File: config.mk
export PLATFORM = sky130hd
export DESIGN_NAME = melody_sequencer
export DESIGN_NICKNAME = d
export VERILOG_FILES = /design/src/rtl/melody_sequencer.sv
export SDC_FILE = /design/constraint.sdc
export NUM_CORES = 1
export LEC_CHECK = 0
export BUFFER_PORTS_ARGS = -buffer_cell sky130_fd_sc_hd__buf_4
export CAP_MARGIN = 20
export CELL_PAD_IN_SITES_DETAIL_PLACEMENT = 1
export CELL_PAD_IN_SITES_GLOBAL_PLACEMENT = 2
export CORE_AREA = 3 3 132 134
export CTS_CLUSTER_DIAMETER = 120
export DETAILED_ROUTE_END_ITERATION = 7
export DIE_AREA = 0 0 135 137
export GPL_TIMING_DRIVEN = 0
export PLACE_DENSITY_LB_ADDON = 0.1
export SKIP_LAST_GASP = 1
export SLEW_MARGIN = 20
export SYNTH_ARGS = -nofsm -noshare
export SYNTH_HDL_FRONTEND = slang
export SYNTH_SLANG_ARGS = --single-unit
export TNS_END_PERCENT = 50
File: constraint.sdc
create_clock -name clk -period 6.5 [get_ports clk]
set_clock_uncertainty 0.1 [all_clocks]
set_input_delay 0.975 -clock clk [delete_from_list [all_inputs] [get_ports clk]]
set_output_delay 0.975 -clock clk [all_outputs]
set_load 0.01 [all_outputs]
File: src/rtl/melody_sequencer.sv
// rtl/melody_sequencer.sv - step sequencer: a pattern of pitch codes played at a programmable tempo with a gate envelope
module melody_sequencer #(
    parameter int TEMPO_WIDTH = 24,
    parameter int DEPTH       = 16
) (
    input  logic                   clk,
    input  logic                   rst,
    input  logic                   run,
    input  logic [TEMPO_WIDTH-1:0] tempo_div,
    input  logic [TEMPO_WIDTH-1:0] gate_len,
    input  logic [3:0]             last_step,
    input  logic                   wr_en,
    input  logic [3:0]             wr_addr,
    input  logic [3:0]             wr_pitch,
    output logic [3:0]             pitch,
    output logic                   gate,
    output logic [3:0]             step,
    output logic                   step_pulse
);

    typedef enum logic {IDLE, PLAY} state_t;

    state_t                 state_q, state_d;
    logic [TEMPO_WIDTH-1:0] tick_q, tick_d, tick_last;
    logic [3:0]             step_d, pitch_d, nxt;
    logic                   gate_d, pulse_d;
    logic [3:0]             mem [DEPTH];

    // Reads are combinational from the current array, so a write on the same edge is not seen.
    always_ff @(posedge clk) begin
        if (!rst && wr_en) begin
            mem[wr_addr] <= wr_pitch;
        end
    end

    // tempo_div of 0 and 1 both collapse to a single-clock step.
    assign tick_last = (tempo_div > TEMPO_WIDTH'(1)) ? tempo_div - TEMPO_WIDTH'(1) : '0;
    assign nxt       = (step >= last_step) ? 4'd0 : step + 4'd1;

    always_comb begin
        state_d = state_q;
        tick_d  = tick_q;
        step_d  = step;
        pitch_d = pitch;
        pulse_d = 1'b0;
        case (state_q)
            IDLE: begin
                tick_d  = '0;
                step_d  = 4'd0;
                pitch_d = 4'd0;
                if (run) begin
                    state_d = PLAY;
                    pitch_d = mem[4'd0];
                    pulse_d = 1'b1;
                end
            end
            PLAY: begin
                if (!run) begin
                    state_d = IDLE;
                    tick_d  = '0;
                    step_d  = 4'd0;
                    pitch_d = 4'd0;
                end else if (tick_q >= tick_last) begin
                    // >= rather than == so a tempo lowered mid-step still advances at once.
                    tick_d  = '0;
                    step_d  = nxt;
                    pitch_d = mem[nxt];
                    pulse_d = 1'b1;
                end else begin
                    tick_d = tick_q + TEMPO_WIDTH'(1);
                end
            end
            default: state_d = IDLE;
        endcase
        gate_d = (state_d == PLAY) && (pitch_d != 4'd0) && (tick_d < gate_len);
    end

    always_ff @(posedge clk) begin
        if (rst) begin
            state_q    <= IDLE;
            tick_q     <= '0;
            step       <= 4'd0;
            pitch      <= 4'd0;
            gate       <= 1'b0;
            step_pulse <= 1'b0;
        end else begin
            state_q    <= state_d;
            tick_q     <= tick_d;
            step       <= step_d;
            pitch      <= pitch_d;
            gate       <= gate_d;
            step_pulse <= pulse_d;
        end
    end

endmodule

## Word-level counts from Yosys, hierarchy flattened

Memory sizes are Yosys's and may differ from the RTL's.
Index checks and enable logic that the tools add are counted.

| storage, ports and cells | value |
|---|---|
| output and inout port bits | 10 |
| memory bits (writable) | 64 |
| bits in registers | 35 |
| input port bits | 64 |
| bits in latches | 0 |
| word-level logic and storage cells | 39 |
| memories kept | 1 |
| memory bits (read-only) | 0 |

| cells by class | value |
|---|---|
| equal/unequal tests | 1 |
| reductions and logical operators | 5 |
| bitwise operators | 1 |
| shift operators | 0 |
| $mul | 0 |
| div/mod/pow operators | 0 |
| $add $sub $neg | 3 |
| multiplexer cells | 18 |
| magnitude comparators | 4 |

Memories:

| name | words | width | read ports | clocked after memory_dff | write ports | RTL line | source |
|---|---|---|---|---|---|---|---|
| mem | 16 | 4 | 2 | 0 | 1 | 27 | `logic [3:0] mem [DEPTH];` |

Operators by type and width:

| kind | number |
|---|---|
| $mux W24 | 3 |
| $pmux W24 S2 | 1 |
| $add A24 B1 Y24 const B | 1 |
| $ge A24 B24 Y1 | 1 |
| $gt A24 B1 Y1 const B | 1 |
| $lt A24 B24 Y1 | 1 |
| $mux W4 | 6 |
| $sub A24 B1 Y24 const B | 1 |
| $pmux W4 S2 | 2 |
| $mux W1 | 5 |
| $add A4 B1 Y4 const B | 1 |
| $ge A4 B4 Y1 | 1 |
| $reduce_bool A4 Y1 | 1 |
| $logic_and A1 B1 Y1 | 3 |
| $ne A3 B2 Y1 const B | 1 |
| $pmux W1 S2 | 1 |
| $logic_not A1 Y1 | 1 |
| $not A1 Y1 | 1 |

## Longest topological paths before layout

| logic depth | value |
|---|---|
| word-level depth | 9 |
| depth in mapped cells | 26 |
| mapped depth without buffers | 22 |

## Worst setup path after synthesis

Ideal clock, no wire load.

| timing | value |
|---|---|
| path type | input-to-reg |
| start point | input tempo_div[5] |
| end point | register gate |
| path buffers | 2 |
| setup slack | 0.558 ns |
| arrival | 5.762 ns |
| setup time | 0.081 ns |
| data required time | 6.319 ns |
| stages on the path | 24 |
| path through | or4_1 -> nor3_2 -> nand3_1 -> or3_1 -> xnor2_1 -> nand2_1 -> ha_1 -> a21o_1 -> a21o_1 -> a21oi_1 -> o21ai_0 -> or3_1 -> buf_2 -> buf_1 -> nor2_1 -> ha_1 -> a21o_1 -> a21o_1 -> a21oi_1 -> o21ai_0 -> a211oi_1 -> o211ai_1 -> a211o_1 -> a41oi_1 |

| on the way | value |
|---|---|
| elaborated cells on any way between the ends | 14 |
| classes of those cells | add/sub: 1; order compare: 3; mux: 7; reduce/logical: 3 |

RTL lines:

| element | RTL line | source |
|---|---|---|
| from (decl) | 9 | `input logic [TEMPO_WIDTH-1:0] tempo_div,` |
| $sub A24 B1 Y24 / $gt A24 B1 Y1 (equally long branches) | 37 | `assign tick_last = (tempo_div > TEMPO_WIDTH'(1)) ? tempo_div - TEMPO_WIDTH'(1) : '0;` |
| $mux W24 * | 37 |  |
| $ge A24 B24 Y1 * | 63 | `end else if (tick_q >= tick_last) begin` |
| $mux W24 * | 63 |  |
| $mux W24 * | 58 | `if (!run) begin` |
| $pmux W24 S2 * | 46 | `case (state_q)` |
| via tick_d[9] | 24 | `logic [TEMPO_WIDTH-1:0] tick_q, tick_d, tick_last;` |
| $lt A24 B24 Y1 * | 75 | `gate_d = (state_d == PLAY) && (pitch_d != 4'd0) && (tick_d < gate_len);` |
| $logic_and A1 B1 Y1 * | 75 |  |
| to (signal assigned) | 91 | `gate <= gate_d;` |
| to (decl) | 16 | `output logic gate,` |

Mark *: on every way through the listed nets, which the timed path passes. The rest lies on a longest branch.
A chain may end at the register's enable or synchronous reset.

## Worst setup path in the final report

Ends and elaborated chain as after synthesis.

==> impl_metrics.env <==
export IMPL_ys_ff_latch=99
export IMPL_synth_adder_area_share_pct=11.37
export IMPL_rr_worst_depth=19
export IMPL_drc=0
export IMPL_crit_path_top_delay_cell="or4_4"
export IMPL_ys_flop_type="edfxtp_1"
export IMPL_placement_io_buffers=72
export IMPL_cts_buffer_depth=2
export IMPL_grt_pass1_wl_um=28030
export IMPL_grt_max_degree=20
export IMPL_crit_type="in -> reg"
export IMPL_grt_ovfl_total=0
export IMPL_fmax_ghz=0.1661
export IMPL_status="finished, final reports clean"
export IMPL_clockRootBuffer="clkbuf_16"
export IMPL_clkPwrFrac_pct=40.0
export IMPL_grt_use_total_pct=19.59
export IMPL_crit_buf_inv=4
export IMPL_cts_sinks=99
export IMPL_synth_edf_count=64
export IMPL_combPwrFrac_pct=9.1
export IMPL_async_flop_share_pct=0
export IMPL_ff_latch_area_um2=2623
export IMPL_worst_slew_pin_slew_ps=1097
export IMPL_pwr_share_seq_pct=50.9
export IMPL_setup_ws_ps=479.6
export IMPL_via_per_inst=5.192
export IMPL_yosys_area_share_simple_pct=19.56
export IMPL_clk_pin_slew_ps=80
export IMPL_finalSetupViolCount=0
export IMPL_power_density_nw_per_um2=183.2
export IMPL_synthCells=628
export IMPL_crit_required_ps=6680
export IMPL_internal_power_uw=999.9
export IMPL_coreArea_um2=16410
export IMPL_p_sw_uw=331.0
export IMPL_cp_max_fo=10
export IMPL_place_congestion=0.8280
export IMPL_die_w_um=135
export IMPL_wire_per_inst_um=18.48
export IMPL_syn_area_per_cell_um2=9.637
export IMPL_ios=74
export IMPL_dr_pass1_iters=4
export IMPL_period_share_pct=92.62
export IMPL_synth_top_area_cell="edfxtp_1"
export IMPL_grt_pass1_vias=5158
export IMPL_synth_top_family_by_area="simple AND/OR/NAND/NOR gates"
export IMPL_cp_end_kind="flip-flop"
export IMPL_initial_utilization_pct=36.89
export IMPL_arrival_ps=6200
export IMPL_finalHoldViolCount=0
export IMPL_yosys_warnings=0
export IMPL_cts_buffers=9
export IMPL_muxShareOfSynthArea_pct=2.543
export IMPL_drt_initial_drc_count=285
export IMPL_syn_to_final_growth_pct=20.03
export IMPL_cellLeakagePower_uw=0.002925
export IMPL_nFillCells=1886
export IMPL_cp_top_family="compound AO/OA/AOI/OAI gates"
export IMPL_worstHoldEndpoint="step_pulse"
export IMPL_nets=833
export IMPL_dp_hpwl_um=13910
export IMPL_htreeDepth=3
export IMPL_swShare_pct=24.87
export IMPL_die_area_um2=18500
export IMPL_utilization_pct=44.28
export IMPL_n_antenna_cell=0
export IMPL_synth_xor_area_share_pct=6.781
export IMPL_clk_latency_ps=360
export IMPL_ir_drop_mv=0.1357
export IMPL_max_cap_violations=0
export IMPL_start_kind="input pin"
export IMPL_layout_drive_gt1_share_pct=17.52
export IMPL_multi_input_area_um2=3261
export IMPL_ys_seq_area_share_pct=43.33
export IMPL_cts_tree="done"
export IMPL_syn_nets=747
export IMPL_relSlewSlack_pct=26.55
export IMPL_netlist_area_um2=6052
export IMPL_rr_endpoint="gate"
export IMPL_synthTopCellsByArea="edfxtp_1 (32%), dfxtp_1 (12%), ha_1 (11%)"
export IMPL_hp_class="reg -> reg"
export IMPL_r2r_start="tick_q[0]"
export IMPL_report_final_slew_viol_count=0
export IMPL_via_count=4875
export IMPL_ctsHoldBuffers=0
export IMPL_rsz0062_at_grt="false"
export IMPL_fin_crit_ps=6020
export IMPL_yosysUniqueCellTypes=64
export IMPL_routed_wl_um=17350
export IMPL_pre_cts_ws_ps=-604.4
export IMPL_synth_compound_area_share_pct=12.57
export IMPL_num_rows=47
export IMPL_hold_depth=1
export IMPL_grt_antenna_before_repair=0
export IMPL_die_y_um=137
export IMPL_ant_nets=0
export IMPL_reg2reg_slack_ps=2160
export IMPL_max_stage_delay_ps=560
export IMPL_synth_top_area_share_pct=31.76
export IMPL_min_delay_start="state_q"
## synth_stat cells (13+ instances only)
cell	n
nor3_1	45
nand2_1	55
dfxtp_1	35
ha_1	55
clkbuf_1	13
inv_1	38
a21oi_1	27
xor2_1	26
o21ai_0	13
nor2_1	75
edfxtp_1	64
nand3_1	15
xnor2_1	19
## cell type report
cell class,count,share of cell area [%]
clock inverters,7,0.8956
repair buffers,75,7.751
flip-flops and latches,99,36.10
inverters,38,1.963
plain buffers,22,1.516
multi-input cells,469,44.88
well taps,220,3.789
clock buffers,9,3.100
## power groups by stage
stage | Clock, uW | Combinational (uW) | Sequential, uW
2_1_floorplan | 0 | 55.0 | 692
3_3_place_gp | 0 | 115 | 691
3_5_place_dp | 0 | 120 | 692
4_1_cts | 542 | 121 | 677
5_1_grt | 566 | 138 | 678
6_report | 532 | 121 | 677
## state kept, by name, indices dropped and copies added, names as in the netlist
signal      count
gate            1
step            4
mem            64
state_q         1
step_pulse      1
tick_q         24
pitch           4
## logic make-up (layout without fill, tap and decap cells)
group / count (synthesis) / count (layout)
AO/OA/AOI/OAI: 105 / 105
XOR/XNOR: 46 / 46
flip-flops: 99 / 99
adder cells (fa/ha/maj): 55 / 55
buffers and inverters: 60 / 151
multiplexers: 15 / 15
AND/OR/NAND/NOR: 248 / 248
## placed cells by master, fill, tap and decap left out, types with 7 or more instances in the layout
cell type | netlist | final
a211oi_1 | 9 | 9
a21o_1 | 12 | 12
a21oi_1 | 27 | 27
buf_4 | 0 | 77
clkbuf_1 | 13 | 11
clkbuf_16 | 0 | 9
dfxtp_1 | 35 | 35
edfxtp_1 | 64 | 64
ha_1 | 55 | 55
inv_1 | 38 | 38
mux2i_1 | 12 | 12
nand2_1 | 55 | 55
nand3_1 | 15 | 14
nand4_1 | 12 | 12
nor2_1 | 75 | 74
nor3_1 | 45 | 45
o21ai_0 | 13 | 12
or3_1 | 8 | 7
xnor2_1 | 19 | 19
xor2_1 | 26 | 26
## per-layer routing
layer	up-vias	global-route usage, %	share of wire (%)
li1	2444	-	-
met1	2310	29.28	51
met2	106	29.68	44
met3	15	2.794	4.5
met4	0	5.319	1.3
met5	-	0	0
## through the flow
stage                     power (uW)  hold slack (ps)  instance area [um^2]  TNS (ps)  cells
after floorplan                746.7            342.1                  6052         0    628
after global placement         806.8            363.1                  6868    -504.6    920
after detailed placement       811.5            387.1                  6868    -604.4    920
after CTS                       1341            397.9                  7188         0    938
after global routing            1381            421.6                  7264         0    939
final                           1331            394.6                  7264         0    939
## worst max path at each step
stage / from / slack [ps] / end / depth (start not counted)
final: tempo_div[5] / 480 / gate / 26
after global routing: tempo_div[5] / 30 / gate / 26
after CTS: tempo_div[5] / 30 / gate / 26
after detailed placement: tempo_div[5] / -600 / gate / 25
after global placement: tempo_div[5] / -500 / gate / 25
after floorplan: tempo_div[5] / 560 / gate / 24
## timing repair
action                     CTS  global route
pin swaps                    2            10
setup endpoints to repair    1             1
buffers inserted             2             1
resized for setup            7            19
Power figures use the tool's default switching activity.
